### src/rtl/multdiv_pkg.sv
// multdiv_pkg -- shared types and constants for the multdiv block.
//   state_t    : controller states (IDLE, MULT, DIV, DONE)
//   MULT_ITERS : multiply iterations (16 with MULTDIV_BOOTH4_EN, else 32)
//   DIV_ITERS  : divide iterations (always 32)
//   INT_MIN    : most negative 32-bit two's complement value
//   abs32()    : two's complement magnitude (INT_MIN maps to 0x80000000 unsigned)
// Configuration macro: MULTDIV_BOOTH4_EN selects radix-4 Booth multiply.
package multdiv_pkg;

  typedef enum logic [1:0] {
    IDLE = 2'd0,
    MULT = 2'd1,
    DIV  = 2'd2,
    DONE = 2'd3
  } state_t;

`ifdef MULTDIV_BOOTH4_EN
  localparam int MULT_ITERS = 16;
`else
  localparam int MULT_ITERS = 32;
`endif
  localparam int DIV_ITERS = 32;

  localparam logic [5:0] MULT_LAST = 6'(MULT_ITERS - 1);
  localparam logic [5:0] DIV_LAST  = 6'(DIV_ITERS - 1);

  localparam logic [31:0] INT_MIN = 32'h8000_0000;

  function automatic logic [31:0] abs32(input logic [31:0] v);
    return v[31] ? (~v + 32'd1) : v;
  endfunction

endpackage

### src/rtl/multdiv_if.sv
// multdiv_if -- operand/control/result bundle between a requester and multdiv.
//   data_operandA/B : operands (two's complement), sampled with a start pulse
//   ctrl_MULT/DIV   : one-cycle start pulses (multiply wins if both high)
//   data_result     : low product word or quotient
//   data_exception  : overflow / divide error, valid with data_resultRDY
//   data_resultRDY  : one-cycle completion pulse
// Modports: master (requester side), slave (multdiv side).
interface multdiv_if #(
  parameter int WIDTH = 32
);
  logic [WIDTH-1:0] data_operandA;
  logic [WIDTH-1:0] data_operandB;
  logic             ctrl_MULT;
  logic             ctrl_DIV;
  logic [WIDTH-1:0] data_result;
  logic             data_exception;
  logic             data_resultRDY;

  modport master (
    output data_operandA, data_operandB, ctrl_MULT, ctrl_DIV,
    input  data_result, data_exception, data_resultRDY
  );

  modport slave (
    input  data_operandA, data_operandB, ctrl_MULT, ctrl_DIV,
    output data_result, data_exception, data_resultRDY
  );
endinterface

### src/rtl/multdiv_counter.sv
// multdiv_counter -- 6-bit iteration counter for the multdiv controller.
//   clock : rising-edge clock
//   reset : synchronous active-low reset (clears the count)
//   clr   : synchronous clear (a new operation starts)
//   en    : advance by one
//   last  : terminal count value for the current operation
//   tc    : high while the count equals last
// The count parks on the terminal value instead of wrapping, so a late
// enable can never alias into a fresh iteration sequence.
module multdiv_counter (
  input  logic       clock,
  input  logic       reset,
  input  logic       clr,
  input  logic       en,
  input  logic [5:0] last,
  output logic       tc
);
  logic [5:0] count_reg;

  always_ff @(posedge clock) begin
    if (!reset || clr) begin
      count_reg <= '0;
    end else if (en && (count_reg != last)) begin
      count_reg <= count_reg + 6'd1;
    end
  end

  assign tc = (count_reg == last);
endmodule

### src/rtl/multdiv.sv
// multdiv -- iterative signed 32-bit multiplier / divider.
//   clock : rising-edge clock
//   reset : synchronous active-low reset
//   bus   : multdiv_if.slave (operands, start pulses, result, exception, ready)
// Multiply: radix-2 shift-add on magnitudes (32 iterations), or radix-4 Booth
// on signed operands (16 iterations) when MULTDIV_BOOTH4_EN is defined.
// Divide: non-restoring on magnitudes, 32 iterations, quotient sign fixed at
// the end. One 65-bit register holds the product or remainder/quotient.
module multdiv
  import multdiv_pkg::*;
#(
  parameter int WIDTH = 32
) (
  input  logic     clock,
  input  logic     reset,
  multdiv_if.slave bus
);
  state_t state_reg, state_next;

  logic start_mult, start_div, start_any, div_by_zero;
  logic cnt_clr, cnt_en, cnt_tc;
  logic [5:0] cnt_last;
  logic finish_mult, finish_div, rdy;

  logic [64:0]      acc_reg;
  logic [WIDTH-1:0] opd_reg;   // multiplicand or divisor magnitude
  logic             neg_reg;   // operand signs differ
  logic [WIDTH-1:0] result_reg;
  logic             exc_reg;

  logic [64:0] mult_step, div_step;
  logic [63:0] mult_prod;
  logic [31:0] div_q;

  assign start_mult  = bus.ctrl_MULT;
  assign start_div   = bus.ctrl_DIV & ~bus.ctrl_MULT;
  assign start_any   = start_mult | start_div;
  assign div_by_zero = start_div && (bus.data_operandB == '0);

  multdiv_counter u_counter (
    .clock (clock),
    .reset (reset),
    .clr   (cnt_clr),
    .en    (cnt_en),
    .last  (cnt_last),
    .tc    (cnt_tc)
  );

  // ---------------- controller ----------------
  always_ff @(posedge clock) begin
    if (!reset) state_reg <= IDLE;
    else        state_reg <= state_next;
  end

  // A start always takes priority, which gives abort-and-restart for free.
  always_comb begin
    state_next = state_reg;
    if (start_mult) begin
      state_next = MULT;
    end else if (start_div) begin
      state_next = div_by_zero ? DONE : DIV;
    end else begin
      case (state_reg)
        MULT:    if (cnt_tc) state_next = DONE;
        DIV:     if (cnt_tc) state_next = DONE;
        DONE:    state_next = IDLE;
        default: state_next = IDLE;
      endcase
    end
  end

  always_comb begin
    cnt_clr     = start_any;
    cnt_en      = 1'b0;
    cnt_last    = DIV_LAST;
    finish_mult = 1'b0;
    finish_div  = 1'b0;
    rdy         = 1'b0;
    case (state_reg)
      MULT: begin
        cnt_en      = ~start_any;
        cnt_last    = MULT_LAST;
        finish_mult = cnt_tc & ~start_any;
      end
      DIV: begin
        cnt_en     = ~start_any;
        finish_div = cnt_tc & ~start_any;
      end
      DONE:    rdy = 1'b1;
      default: ;
    endcase
  end

  // ---------------- multiply step ----------------
`ifdef MULTDIV_BOOTH4_EN
  // acc = {hi[31:0], multiplier/low product[31:0], booth guard bit}.
  // The running partial stays within 32 signed bits after the shift, so only
  // the pre-shift sum needs the 34-bit width.
  logic [33:0] a_ext, a_ext2, booth_addend, mul_sum;
  assign a_ext  = {{2{opd_reg[31]}}, opd_reg};
  assign a_ext2 = a_ext << 1;

  always_comb begin
    case (acc_reg[2:0])
      3'b001, 3'b010: booth_addend = a_ext;
      3'b011:         booth_addend = a_ext2;
      3'b100:         booth_addend = 34'd0 - a_ext2;
      3'b101, 3'b110: booth_addend = 34'd0 - a_ext;
      default:        booth_addend = '0;
    endcase
  end

  assign mul_sum   = {{2{acc_reg[64]}}, acc_reg[64:33]} + booth_addend;
  assign mult_step = {mul_sum, acc_reg[32:3], acc_reg[2]};
  assign mult_prod = mult_step[64:1];
`else
  // acc = {spare, hi[31:0], multiplier/low product[31:0]}; unsigned magnitudes.
  logic [32:0] mul_sum;
  logic [63:0] mul_mag;
  assign mul_sum   = {1'b0, acc_reg[63:32]} + (acc_reg[0] ? {1'b0, opd_reg} : 33'd0);
  assign mult_step = {1'b0, mul_sum, acc_reg[31:1]};
  assign mul_mag   = mult_step[63:0];
  assign mult_prod = neg_reg ? (~mul_mag + 64'd1) : mul_mag;
`endif

  // ---------------- divide step ----------------
  // acc = {signed partial remainder[32:0], dividend/quotient[31:0]}.
  logic [33:0] div_shift, div_rem;
  assign div_shift = {acc_reg[64:32], acc_reg[31]};
  assign div_rem   = acc_reg[64] ? (div_shift + {2'b00, opd_reg})
                                 : (div_shift - {2'b00, opd_reg});
  assign div_step  = {div_rem[32:0], acc_reg[30:0], ~div_rem[33]};
  assign div_q     = div_step[31:0];

  // ---------------- datapath registers ----------------
  always_ff @(posedge clock) begin
    if (!reset) begin
      acc_reg <= '0;
      opd_reg <= '0;
      neg_reg <= 1'b0;
    end else if (start_mult) begin
`ifdef MULTDIV_BOOTH4_EN
      acc_reg <= {32'd0, bus.data_operandB, 1'b0};
      opd_reg <= bus.data_operandA;
`else
      acc_reg <= {33'd0, abs32(bus.data_operandB)};
      opd_reg <= abs32(bus.data_operandA);
`endif
      neg_reg <= bus.data_operandA[31] ^ bus.data_operandB[31];
    end else if (start_div) begin
      acc_reg <= {33'd0, abs32(bus.data_operandA)};
      opd_reg <= abs32(bus.data_operandB);
      neg_reg <= bus.data_operandA[31] ^ bus.data_operandB[31];
    end else if (state_reg == MULT) begin
      acc_reg <= mult_step;
    end else if (state_reg == DIV) begin
      acc_reg <= div_step;
    end
  end

  // Results are loaded on the edge that enters DONE and then held.
  always_ff @(posedge clock) begin
    if (!reset) begin
      result_reg <= '0;
      exc_reg    <= 1'b0;
    end else if (div_by_zero) begin
      result_reg <= '0;
      exc_reg    <= 1'b1;
    end else if (finish_mult) begin
      result_reg <= mult_prod[31:0];
      // Overflow unless bits 63..31 are all equal (a pure sign extension).
      exc_reg    <= ~((&mult_prod[63:31]) | ~(|mult_prod[63:31]));
    end else if (finish_div) begin
      result_reg <= neg_reg ? (~div_q + 32'd1) : div_q;
      // A positive quotient with bit 31 set only arises from INT_MIN / -1.
      exc_reg    <= div_q[31] & ~neg_reg;
    end
  end

  assign bus.data_result    = result_reg;
  assign bus.data_exception = exc_reg;
  assign bus.data_resultRDY = rdy;
endmodule

### src/flat_wrapper.sv
// flat-port wrapper written by rule: the top's interface ports become plain ports
module multdiv_flat import multdiv_pkg::*;
#(
  parameter int WIDTH = 32
)
  (clock, reset, bus_data_operandA, bus_data_operandB, bus_ctrl_MULT, bus_ctrl_DIV, bus_data_result, bus_data_exception, bus_data_resultRDY);
  multdiv_if #(.WIDTH(WIDTH)) bus_i ();
  input  logic clock;
  input  logic reset;
  input wire logic [$bits(bus_i.data_operandA)-1:0] bus_data_operandA;
  input wire logic [$bits(bus_i.data_operandB)-1:0] bus_data_operandB;
  input wire logic [$bits(bus_i.ctrl_MULT)-1:0] bus_ctrl_MULT;
  input wire logic [$bits(bus_i.ctrl_DIV)-1:0] bus_ctrl_DIV;
  output wire logic [$bits(bus_i.data_result)-1:0] bus_data_result;
  output wire logic [$bits(bus_i.data_exception)-1:0] bus_data_exception;
  output wire logic [$bits(bus_i.data_resultRDY)-1:0] bus_data_resultRDY;
  assign bus_i.data_operandA = bus_data_operandA;
  assign bus_i.data_operandB = bus_data_operandB;
  assign bus_i.ctrl_MULT = bus_ctrl_MULT;
  assign bus_i.ctrl_DIV = bus_ctrl_DIV;
  assign bus_data_result = bus_i.data_result;
  assign bus_data_exception = bus_i.data_exception;
  assign bus_data_resultRDY = bus_i.data_resultRDY;
  multdiv #(.WIDTH(WIDTH)) u_core (.clock(clock), .reset(reset), .bus(bus_i));
endmodule
### config.mk
export PLATFORM = sky130hd
export DESIGN_NAME = multdiv_flat
export DESIGN_NICKNAME = d
export VERILOG_FILES = /design/src/rtl/multdiv_pkg.sv /design/src/rtl/multdiv_if.sv /design/src/rtl/multdiv_counter.sv /design/src/rtl/multdiv.sv /design/src/flat_wrapper.sv
export SDC_FILE = /design/constraint.sdc
export NUM_CORES = 1
export LEC_CHECK = 0
export CAP_MARGIN = 15
export CELL_PAD_IN_SITES_DETAIL_PLACEMENT = 1
export CELL_PAD_IN_SITES_GLOBAL_PLACEMENT = 1
export CORE_ASPECT_RATIO = 1.25
export CORE_MARGIN = 10
export CORE_UTILIZATION = 40
export CTS_CLUSTER_SIZE = 28
export DETAILED_ROUTE_END_ITERATION = 6
export PLACE_DENSITY_LB_ADDON = 0.1
export REMOVE_ABC_BUFFERS = 1
export SETUP_SLACK_MARGIN = 0.05
export SLEW_MARGIN = 25
export SYNTH_ARGS = -nofsm -noshare
export SYNTH_HDL_FRONTEND = slang
export SYNTH_SLANG_ARGS = --single-unit
### constraint.sdc
create_clock -name clock -period 10.7 [get_ports clock]
set_input_delay 3.21 -clock clock [delete_from_list [all_inputs] [get_ports clock]]
set_output_delay 3.21 -clock clock [all_outputs]
set_load 0.02 [all_outputs]
==> flow_metrics.tcl <==
set metrics [dict create \
    insertion_delay_ns 0.45 \
    relSlewSlack 0.3715 \
    grt_util_met1 0.3018 \
    max-vdd-ir-drop_v 0.0001240 \
    track_usage 0.2511 \
    synth_top_area_cell "dfxtp_1" \
    reg2reg_slack_ns 3.73 \
    gp_congestion 0.9341 \
    fin_nets 2307 \
    clk_path_buf_depth 2 \
    period_share 0.6645 \
    grt_pass1_wl_um 96070 \
    setup_viol 0 \
    final-seq-area_um2 2784 \
    rsz0062_at_grt "no" \
    vias 16560 \
    synth_top_area_frac 0.1806 \
    post_cts.repair.setup_buffers 0 \
    synth_area_um2 15410 \
    holdPathStages 2 \
    multi_input_comb_area_um2 11820 \
    ys_seq_area_frac 0.1806 \
    dieArea_um2 46820 \
    dp.cells 2636 \
    netlist_top_cells_area "dfxtp_1, xnor2_1, a21oi_1, ha_1, nor2_1" \
    worstSetupPathType "primary input to flip-flop" \
    root_buffer "clkbuf_16" \
    fin_util 0.4515 \
    rows 80 \
    path_max_fanout 27 \
    status "complete, no violations" \
    tritoncts "built" \
    r2r_cells 24 \
    io-pin-count 102 \
    initial_utilization 0.4041 \
    drcViolationCount 0 \
    synthesis.instances 2162 \
    crit_required_ns 11.00 \
    dpl.hpwl_um 47140 \
    maxCapViolCount 0 \
    grt-ovfl-total 0 \
    drive_gt1_frac 0.06164 \
    cts_made_buffers 17 \
    crit_arrival_ns 7.41 \
    port_buffers 101 \
    h-tree-depth 4 \
    grt_busiest_layer "met2" \
    start_kind "primary input" \
    tightest_slew_ns 0.9409 \
    skew_ns 0.008495 \
    largest_reg_flops 65 \
    timing.hold.ws_ns 0.4610 \
    synth.avg_cell_area_um2 7.128 \
    cts_hold_buf 0 \
    die_y_um 239.4 \
    nFillCells 4792 \
    fmax_mhz 140.6 \
    use_met3 0.02965 \
    grt_pass1_vias 16970 \
    grt_max_degree 68 \
    design.core.area_um2 38140 \
    synth_commonest_cells "nor2_1, a21oi_1, nand2_1" \
    finalSetupTns_ns 0 \
    synth_cell_types 101 \
    power_density_nw_per_um2 107.0 \
    yosysWarnings 0 \
    cts_resized 0 \
    antenna_cells 0 \
    stdcell_count 2666 \
    die_w_um 195.6 \
    wire_per_inst_um 22.68 \
    finalMaxSlewViolations 0 \
    detail-route-antenna-nets 0 \
    cts.clk_slew.worst_paths_ns 0.06 \
    area_growth_syn_to_layout_pct 11.73 \
    firstDrtPassIters 5 \
    hp-class "flip-flop to flip-flop" \
    vias_per_cell 6.210 \
    synth_seq_cells 139 \
    finalCriticalPeriod_ns 7.110 \
    synth-edff-count 0 \
    antenna_found_initial 0 \
    postSynth.asyncResetShare 0 \
    grt_util_met2 0.4427 \
    finalHoldViolCount 0 \
    p_leak_nw 6.530 \
    cts_sinks 139 \
    dr.first_iter.drc_count 1063 \
    wirelength_um 60450 \
    synth_ff_type "dfxtp_1" \
    synth_most_common_cell "nor2_1" \
    critPathCaptureType "flip-flop" \
]
-- cells by family (layout without fill, tap and decap cells) --
family	count (synthesis)	after routing	share of synthesized area
fa+ha+maj	76	76	0.06268
buf+inv	215	227	0.05440
simple gates	778	778	0.2558
xor+xnor	194	194	0.1103
mux	36	36	0.02371
flops	139	139	0.1806
compound gates	724	724	0.3126
-- per-layer routing --
layer / vias to the layer above / wire length, µm
li1: 7935 / -
met1: 8143 / 25970
met2: 378 / 29790
met3: 100 / 2448
met4: 0 / 2251
met5: - / 0
-- final timing paths --
check,startpoint,end
hold / removal,u_core.bus.data_result[20],u_core.bus.data_result[20]
hold reg to reg,u_core.bus.data_result[20],u_core.bus.data_result[20]
setup / recovery,bus_data_operandB[5],u_core.bus.data_result[27]
setup reg to reg,u_core.opd_reg[2],u_core.bus.data_result[16]
-- layout by cell type, fill, tap and decap left out, drive strengths merged, types with 12 or more instances in the layout --
| cell type | synthesis | layout |
|---|---|---|
| a211oi | 48 | 48 |
| a21boi | 12 | 12 |
| a21o | 33 | 33 |
| a21oi | 187 | 187 |
| a221oi | 22 | 22 |
| a31oi | 39 | 39 |
| and2 | 47 | 47 |
| and3 | 24 | 24 |
| buf | 32 | 34 |
| clkbuf | 118 | 22 |
| clkdlybuf4s50 | 0 | 98 |
| dfxtp | 139 | 139 |
| ha | 74 | 74 |
| inv | 62 | 62 |
| mux2i | 32 | 32 |
| nand2 | 172 | 172 |
| nand2b | 19 | 19 |
| nand3 | 37 | 37 |
| nand4 | 26 | 26 |
| nor2 | 243 | 243 |
| nor2b | 22 | 22 |
| nor3 | 64 | 64 |
| nor4 | 19 | 19 |
| o211ai | 21 | 21 |
| o21a | 19 | 19 |
| o21ai | 168 | 168 |
| o31ai | 32 | 32 |
| or3 | 40 | 40 |
| or4 | 16 | 16 |
| xnor2 | 120 | 120 |
| xor2 | 74 | 74 |
-- worst max-delay path: stages --
cell and delay (ns):
clkdlybuf4s50_1 0.43, or3_1 0.43, or3_1 0.35, or3_1 0.42, or4_1 0.51, or4_4 0.48
or3_4 0.44, nor4_4 0.42, nand2b_1 0.16, buf_4 0.31, nor3_1 0.10, o21ai_1 0.08
a21oi_1 0.05
-- area by class of cell --
| class | instances | area share |
|---|---|---|
| clock buffer | 22 | 0.02638 |
| inverter | 65 | 0.01417 |
| multi-input combinational | 1808 | 0.6864 |
| timing repair buffer | 132 | 0.07136 |
| tap | 492 | 0.03575 |
| clock inverter | 8 | 0.004215 |
| sequential | 139 | 0.1617 |
-- stage by stage --
| step | power (mW) | cell area [µm²] | worst slack, ns |
|---|---|---|---|
| floorplan | 1.048 | 14820 | 3.819 |
| global placement | 1.259 | 16690 | 3.147 |
| detailed placement | 1.277 | 16690 | 3.123 |
| CTS | 1.843 | 17220 | 3.593 |
| global route | 1.941 | 17220 | 3.415 |
| finish | 1.842 | 17220 | 3.590 |
-- where the power goes --
| part | leakage, nW | switching, mW | internal (mW) |
|---|---|---|---|
| sequential | 1.14 | 0.0505 | 0.544 |
| clock | 0.252 | 0.244 | 0.321 |
| combinational | 5.14 | 0.420 | 0.263 |
(Power assumes the default switching activity.)
